$ cat src/rtl/gf_inv_sequencer.sv
// gf_inv_sequencer: GF(2^8) multiplicative inverse (a^254) computed with one
// shared multiplier over a fixed 13-step square/multiply schedule.
// Optional macro SBOX_AFFINE_EN adds the AES affine transform so out_data
// becomes the full S-box value; with it undefined out_data is the raw inverse.
module gf_inv_sequencer #(
  parameter int         WIDTH = 8,
  parameter logic [8:0] POLY  = 9'h11B
) (
  input  logic             clk,
  input  logic             rst,
  input  logic             in_valid,
  output logic             in_ready,
  input  logic [WIDTH-1:0] in_data,
  output logic             out_valid,
  input  logic             out_ready,
  output logic [WIDTH-1:0] out_data,
  output logic             busy
);

  typedef enum logic [1:0] {IDLE, MUL, DONE} state_t;

  localparam logic [3:0] LAST_STEP = 4'd12;

  state_t           state_q, state_d;
  logic [3:0]       step_q, step_d;
  logic [WIDTH-1:0] r_q, r_d;
  logic [WIDTH-1:0] a_q, a_d;
  logic             out_valid_q, out_valid_d;
  logic [WIDTH-1:0] out_data_q, out_data_d;

  // Multiplier operands: odd steps multiply by the original operand, even
  // steps (including the final step 12) square the running value.
  logic [WIDTH-1:0]   mul_x, mul_y, mul_res, res_out;
  logic [2*WIDTH-2:0] pp [WIDTH];
  logic [2*WIDTH-2:0] prod, red;

  assign mul_x = r_q;
  assign mul_y = step_q[0] ? a_q : r_q;

  // Carry-less partial products, one shifted copy of x per set bit of y.
  generate
    for (genvar gi = 0; gi < WIDTH; gi++) begin : g_pp
      assign pp[gi] = mul_y[gi] ? ({{(WIDTH-1){1'b0}}, mul_x} << gi) : '0;
    end
  endgenerate

  // XOR-accumulate the partial products, then fold the top bits back down
  // with the reduction polynomial, highest degree first.
  always_comb begin
    prod = '0;
    for (int i = 0; i < WIDTH; i++) begin
      prod = prod ^ pp[i];
    end
    red = prod;
    for (int k = WIDTH-2; k >= 0; k--) begin
      if (red[WIDTH+k]) begin
        red = red ^ ({{(WIDTH-2){1'b0}}, POLY} << k);
      end
    end
    mul_res = red[WIDTH-1:0];
  end

`ifdef SBOX_AFFINE_EN
  // AES affine transform: b ^ rotl1 ^ rotl2 ^ rotl3 ^ rotl4 ^ 0x63.
  always_comb begin
    res_out = mul_res
            ^ {mul_res[6:0], mul_res[7]}
            ^ {mul_res[5:0], mul_res[7:6]}
            ^ {mul_res[4:0], mul_res[7:5]}
            ^ {mul_res[3:0], mul_res[7:4]}
            ^ 8'h63;
  end
`else
  // Raw inverse straight from the multiplier.
  always_comb begin
    res_out = mul_res;
  end
`endif

  // Next-state logic: accept in IDLE, run the schedule in MUL, hold in DONE.
  always_comb begin
    state_d     = state_q;
    step_d      = step_q;
    r_d         = r_q;
    a_d         = a_q;
    out_valid_d = out_valid_q;
    out_data_d  = out_data_q;
    case (state_q)
      IDLE: begin
        if (in_valid && in_ready) begin
          a_d     = in_data;
          r_d     = in_data;
          step_d  = 4'd0;
          state_d = MUL;
        end
      end
      MUL: begin
        r_d = mul_res;
        if (step_q == LAST_STEP) begin
          state_d     = DONE;
          out_valid_d = 1'b1;
          out_data_d  = res_out;
        end else begin
          step_d = step_q + 4'd1;
        end
      end
      DONE: begin
        if (out_ready) begin
          out_valid_d = 1'b0;
          state_d     = IDLE;
        end
      end
      default: state_d = IDLE;
    endcase
  end

  // State and datapath registers; reset aborts any operation in flight.
  always_ff @(posedge clk) begin
    if (rst) begin
      state_q     <= IDLE;
      step_q      <= 4'd0;
      r_q         <= '0;
      a_q         <= '0;
      out_valid_q <= 1'b0;
      out_data_q  <= '0;
    end else begin
      state_q     <= state_d;
      step_q      <= step_d;
      r_q         <= r_d;
      a_q         <= a_d;
      out_valid_q <= out_valid_d;
      out_data_q  <= out_data_d;
    end
  end

  // in_ready is held low while reset is asserted, whatever the state.
  assign in_ready  = (state_q == IDLE) && !rst;
  assign out_valid = out_valid_q;
  assign out_data  = out_data_q;
  assign busy      = (state_q == MUL) || (state_q == DONE);

endmodule

$ cat config.mk
export PLATFORM = sky130hd
export DESIGN_NAME = gf_inv_sequencer
export DESIGN_NICKNAME = d
export VERILOG_FILES = /design/src/rtl/gf_inv_sequencer.sv
export SDC_FILE = /design/constraint.sdc
export NUM_CORES = 1
export LEC_CHECK = 0
export ABC_AREA = 1
export CORE_MARGIN = 10
export CORE_UTILIZATION = 39
export DETAILED_ROUTE_END_ITERATION = 16
export PLACE_DENSITY = 0.68
export REMOVE_ABC_BUFFERS = 1
export SETUP_SLACK_MARGIN = 0.15
export SLEW_MARGIN = 20
export SYNTH_ARGS = -nofsm -noshare
export SYNTH_HDL_FRONTEND = slang
export SYNTH_SLANG_ARGS = --single-unit
$ cat constraint.sdc
create_clock -name clk -period 2 [get_ports clk]
set_input_delay 0.4 -clock clk [delete_from_list [all_inputs] [get_ports clk]]
set_output_delay 0.4 -clock clk [all_outputs]
set_load 0.01 [all_outputs]
* Word-level counts from Yosys, hierarchy flattened
Cells that the tools add are included. Widths: inputs -> output; s select.
Operators by class: $add $sub $neg 1, $mul 0, divide/modulo/power cells 0, $lt $le $gt $ge 0, equality and inequality tests 7, shift operators 0, multiplexer cells 28, bitwise operators 14, reduce and logical (&&, ||, !) cells 13
Operator list (number):
- $mux 8 | 4
- $not 4->4 | 7
- $mux 11 | 2
- $mux 10 | 2
- $mux 9 | 2
- $pmux 8 s2 | 1
- $mux 15 | 1
- $xor 14x15->15 | 1
- $mux 14 | 1
- $xor 13x14->14 | 1
- $mux 13 | 1
- $xor 12x13->13 | 1
- $mux 12 | 1
- $xor 11x12->12 | 1
- $xor 10x11->11 | 1
- $xor 9x10->10 | 1
- $reduce_and 3->1 | 3
- $xor 8x9->9 | 1
- $mux 4 | 2
- $ne 2x2->1 const B | 4
- $pmux 4 s2 | 1
- $mux 7 | 1
- $mux 2 | 3
- $mux 6 | 1
- other kinds (14) | 19
Word-level totals: register bits after elaboration 31, latch bits 0, RAM bits 0, bits in read-only memories 0, input port bits 12, output and inout bits 11, word-level logic and storage cells 69, memories 0

* Logic depth before layout (Yosys ltp)
depth after elaboration 24, depth in mapped cells 21, depth with buffers taken out 19

* Least setup slack after synthesis
No wires, ideal clock.
path type register to register, start register step_q[0], end register r_q[6], in the netlist mul_x[6], library setup time 71 ps, arrival time 1817 ps, data required time 1929 ps, path slack 112 ps, cell stages (with the launch flop) 16, path buffers 2, period minus slack after synthesis 1888 ps, cells stage by stage dfxtp_1 > buf_6 > inv_4 > buf_12 > nand2_1 > nand2_2 > nor2_1 > xnor2_1 > xor2_1 > inv_1 > nand2_1 > nand2_1 > or2_1 > nand3_1 > nand2_1 > a21oi_1
Between the ends: longest elaborated chain between the ends 19, elaborated cells between the ends (all ways) 26, classes of those cells mux: 15; bitwise: 11
RTL lines:
- from (decl) | RTL line 25 | logic [3:0] step_q, step_d;
- from (signal assigned) | RTL line 128 | step_q <= step_d;
- $mux 8 * | RTL line 38 | assign mul_y = step_q[0] ? a_q : r_q;
- $mux 8 / $mux 9 (equally long branches) | RTL line 43 | assign pp[gi] = mul_y[gi] ? ({{(WIDTH-1){1'b0}}, mul_x} << gi) : '0;
- $xor 8x9->9 | RTL line 52 | prod = prod ^ pp[i];
- $xor 9x10->10 | RTL line 52
- $xor 10x11->11 | RTL line 52
- $xor 11x12->12 | RTL line 52
- $xor 12x13->13 | RTL line 52
- $xor 13x14->14 | RTL line 52
- (+3 left out)
- $not 4->4 (no source line)
- $mux 10 | RTL line 56 | if (red[WIDTH+k]) begin
- $mux 9 | RTL line 56
- $not 4->4 (no source line)
- $mux 8 | RTL line 56
- $not 4->4 (no source line)
- $mux 7 * | RTL line 56
- $pmux 8 s2 * | RTL line 88 | case (state_q)
- to (signal assigned) | RTL line 129 | r_q <= r_d;
- to (decl) | RTL line 26 | logic [WIDTH-1:0] r_q, r_d;
Mark *: on every way between the ends. The rest lies on a longest branch, timed or not. A chain may end at the register's enable or synchronous reset.

* Worst setup path after layout
start register step_q[0], end register r_q[5], in the netlist mul_x[5]
Between the ends: longest elaborated chain between the ends 20, elaborated cells between the ends (all ways) 28, classes of those cells mux: 16; bitwise: 12
RTL lines (RTL line):
- $mux 8 * | 38
- $mux 8 / $mux 9 (equally long branches) | 43
- $xor 8x9->9 | 52
- $xor 9x10->10 | 52
- $xor 10x11->11 | 52
- $xor 11x12->12 | 52
- $xor 12x13->13 | 52
- $xor 13x14->14 | 52
- (+4 left out)
- $not 4->4 (no source line)
- $mux 9 | 56
- $mux 8 | 56
- $not 4->4 (no source line)
- $mux 7 | 56
- $not 4->4 (no source line)
- $mux 6 * | 56
- $pmux 8 s2 * | 88
Marked as above.

==> results_dict.tcl <==
set metrics [dict create \
    run_status "finished with violations" \
    violations "setup timing" \
    num_vias 3631 \
    grt_util_all_layers_pct 16.68 \
    path_clk_slew_ns 0.07 \
    grt_max_degree 19 \
    numCtsBuffers 5 \
    synthCells 546 \
    final_util_pct 55.88 \
    holdBufCountCts 0 \
    synth_edf_count 0 \
    grt_pass1_vias 3514 \
    synthAdderAreaFrac_pct 2.417 \
    hold_path_depth 2 \
    design_area_sq_mm 0.004318 \
    p_seq_share_pct 16.1 \
    vias_per_cell 5.085 \
    overflow 0 \
    synth_seq_cells 31 \
    worst_slew_pin_slew_ns 0.4108 \
    path_class "reg2reg" \
    synth_seq_area_share_pct 19.98 \
    critical_path_arrival_ns 2.26 \
    diodes 0 \
    final_nets 629 \
    place_area_sq_mm 0.003706 \
    async_flop_share_pct 0 \
    skew_ns 0.009533 \
    p_int_uw 2341 \
    setup_viol 14 \
    hold_path.class "reg2reg" \
    cts_tree "yes" \
    wl_per_cell_um 13.74 \
    start_util_pct 40.19 \
    max_cap_violations 0 \
    antenna_left 0 \
    critPathSlowestCell "dfxtp_4" \
    cp_common_cell "nand2_1" \
    rsz0062_at_grt "true" \
    synth_compound_area_share_pct 9.710 \
    post-dp-hpwl_um 7521 \
    finalWorstSetupSlack_ns -0.09108 \
    slowest_delay_ns 0.42 \
    reg2regPathDepth 19 \
    syn_area_per_cell_sq_um 5.688 \
    critical_path.max_fanout 7 \
    first_iter_violations 232 \
    fp.dieW_um 109.2 \
    layout-drive-gt1-share_pct 31.70 \
    gp_congestion 0.9694 \
    finalMaxSlewViolations 0 \
    power_density_mw_per_mm2 1120 \
    synthSimpleGateAreaFrac_pct 50.00 \
    synthXorXnorAreaFrac_pct 5.600 \
    switchingPower_uw 2495 \
    wl_um 9808 \
    finalPower_uw 4837 \
    finalSetupTns_ns -0.6994 \
    drc_errors 0 \
    crit_family "simple AND/OR/NAND/NOR gates" \
    whs_endpoint "a_q[1]$_SDFFE_PP0P_" \
    cp_num_buf_inv 2 \
    grt_pass1_wl_um 16260 \
    netlist_area_sq_mm 0.003105 \
    clock_power_share_pct 11.4 \
    slew_headroom_pct 72.58 \
    post-route-period-util_pct 104.6 \
    htreeDepth 2 \
    rows 32 \
    die-area_sq_mm 0.01193 \
    period_minus_slack_ns 2.091 \
    hold_viol 0 \
    io_buffers 22 \
    cts_sinks 31 \
    root_buffer "clkbuf_8" \
    ys_types 36 \
    cp.required_ns 2.17 \
    setup.worst_path.end_class "flop" \
    die_h_um 109.2 \
    clock_path_buffers 2 \
    syn_to_final_growth_pct 39.04 \
    rr_startpoint "step_q[0]$_SDFFE_PP0P_" \
    synth_top_family_by_area "simple AND/OR/NAND/NOR gates" \
    clock_latency_ns 0.28 \
    p_leak_uw 0.001971 \
    peakVddDrop_mv 0.9266 \
    core_area_sq_mm 0.007727 \
    pwr-share-comb_pct 72.5 \
    clock.fmax_mhz 478.2 \
    drt-pass1-iter-count 5 \
    crit_chain "buf_4, nand2_2, o21ai_4, buf_12, nand2_2, nand2_1, nand2_1, nand2_2, nand2_1, nand2_2, nand2_4, nand2_1, nand2_1, nand2_2, nand2_1, nand2_2, nand3_2, nand2_1, a21oi_1" \
    io_pins 23 \
    synth_mux_area_share_pct 0 \
    reg2reg_setup_slack_ns -0.09 \
    cp-start-kind "flop" \
    r2r-end "mul_x[5]$_SDFFE_PP0P_" \
    ys.flop_type "dfxtp_1" \
    switching_share_pct 51.59 \
    min-delay-start "a_q[1]$_SDFFE_PP0P_" \
    grt_antenna_before_repair 0 \
    yosys_warnings 0 \
    fill_cells 728 \
]
-- Yosys cell counts, types with 2 or more instances --
library cell  instances  area share, %
or2_1                 2           0.40
o211ai_1              7            1.7
inv_1                70            8.5
o21ai_0              18            2.9
nor2_1               55            6.6
xor2_1                7            2.0
nand2_2              22            4.4
nand2_4               3            1.1
clkbuf_1              6           0.73
nor2_4                2           0.73
nor3_1                2           0.32
inv_2                 4           0.48
nand3b_1              5            1.2
inv_4                 2           0.40
nor2_2                3           0.60
o21ai_1               4           0.64
ha_1                  6            2.4
dfxtp_1              31             20
buf_6                 2           0.73
nand3_1              69             11
xnor2_1              11            3.1
buf_2                 3           0.48
a21oi_1              21            3.4
nand2_1             178             22
nand3_2               2           0.64
-- power by group through the flow --
stage	registers, uW	logic, uW	clock network [uW]
after floorplan	831	1760	0
after global placement	783	2730	0
after detailed placement	787	2750	0
after CTS	775	3170	559
after global routing	790	3870	593
final	780	3510	552
-- timing repair --
item	CTS	global route
endpoints found under the setup margin	18	19
setup buffers	5	2
pin swaps	12	11
gates resized for setup	68	55
-- per-layer routing --
| layer | up-vias | routed length [um] | global-route usage (%) |
|---|---|---|---|
| met5 | - | 0 | 0 |
| met4 | 0 | 319 | 6.599 |
| met3 | 25 | 424 | 2.419 |
| met2 | 109 | 4833 | 29.13 |
| met1 | 1669 | 4230 | 20.10 |
| li1 | 1828 | - | - |
-- worst max path at each step --
stage	from	end	slack, ns	cells past startpoint
after floorplan	step_q[0]$_SDFFE_PP0P_	out_data[4]$_SDFFE_PP0P_	-0.35	17
after global placement	step_q[0]$_SDFFE_PP0P_	mul_x[3]$_SDFFE_PP0P_	-0.20	16
after detailed placement	step_q[0]$_SDFFE_PP0P_	mul_x[3]$_SDFFE_PP0P_	-0.24	16
after CTS	step_q[0]$_SDFFE_PP0P_	mul_x[3]$_SDFFE_PP0P_	-0.04	15
after global routing	step_q[0]$_SDFFE_PP0P_	mul_x[5]$_SDFFE_PP0P_	-0.27	17
final	step_q[0]$_SDFFE_PP0P_	mul_x[5]$_SDFFE_PP0P_	-0.09	19
-- layout make-up --
cell class / instances / area (sq um) / area share (%)
inverters: 77 / 299.0 / 6.926
repair buffers: 71 / 641.9 / 14.87
clock buffers: 7 / 96.34 / 2.231
clock inverters: 1 / 7.507 / 0.1739
well taps: 102 / 127.6 / 2.956
multi-input cells: 425 / 2521 / 58.39
flip-flops and latches: 31 / 624.3 / 14.46
-- layout by cell type, fill, tap and decap left out, types with 18 or more instances in the layout --
| cell type | instances |
|---|---|
| clkdlybuf4s50_1 | 20 |
| nand2_1 | 146 |
| nor2_1 | 44 |
| inv_1 | 67 |
| buf_4 | 40 |
| dfxtp_1 | 30 |
| a21oi_1 | 18 |
| nand3_2 | 32 |
| nand2_2 | 46 |
| nand3_1 | 39 |
-- kinds of logic after synthesis --
| family | after synthesis |
|---|---|
| AND/OR/NAND/NOR | 347 |
| XOR/XNOR | 19 |
| adder cells (fa/ha/maj) | 6 |
| flip-flops | 31 |
| AO/OA/AOI/OAI | 53 |
| buffers and inverters | 90 |
-- state kept, by name, summed over array words and instances (netlist names) --
| register | cells |
|---|---|
| step_q | 4 |
| out_data | 8 |
| mul_x | 8 |
| state_q | 2 |
| out_valid | 1 |
| a_q | 8 |
-- worst register-to-register path: cells and delay by family (launching register included) --
kind | cells | cell delay [ns]
buffers and inverters | 2 | 0.28
AND/OR/NAND/NOR | 15 | 1.15
AO/OA/AOI/OAI | 2 | 0.12
flip-flops | 1 | 0.42
-- metrics by stage --
stage	setup WS, ns	instances	hold slack, ns
2_1_floorplan	-0.3496	533	0.4305
3_3_place_gp	-0.1998	699	0.4485
3_5_place_dp	-0.2431	699	0.4545
4_1_cts	-0.03942	712	0.4731
5_1_grt	-0.2729	714	0.5016
6_report	-0.09108	714	0.4736
(Power assumes the default switching activity.)
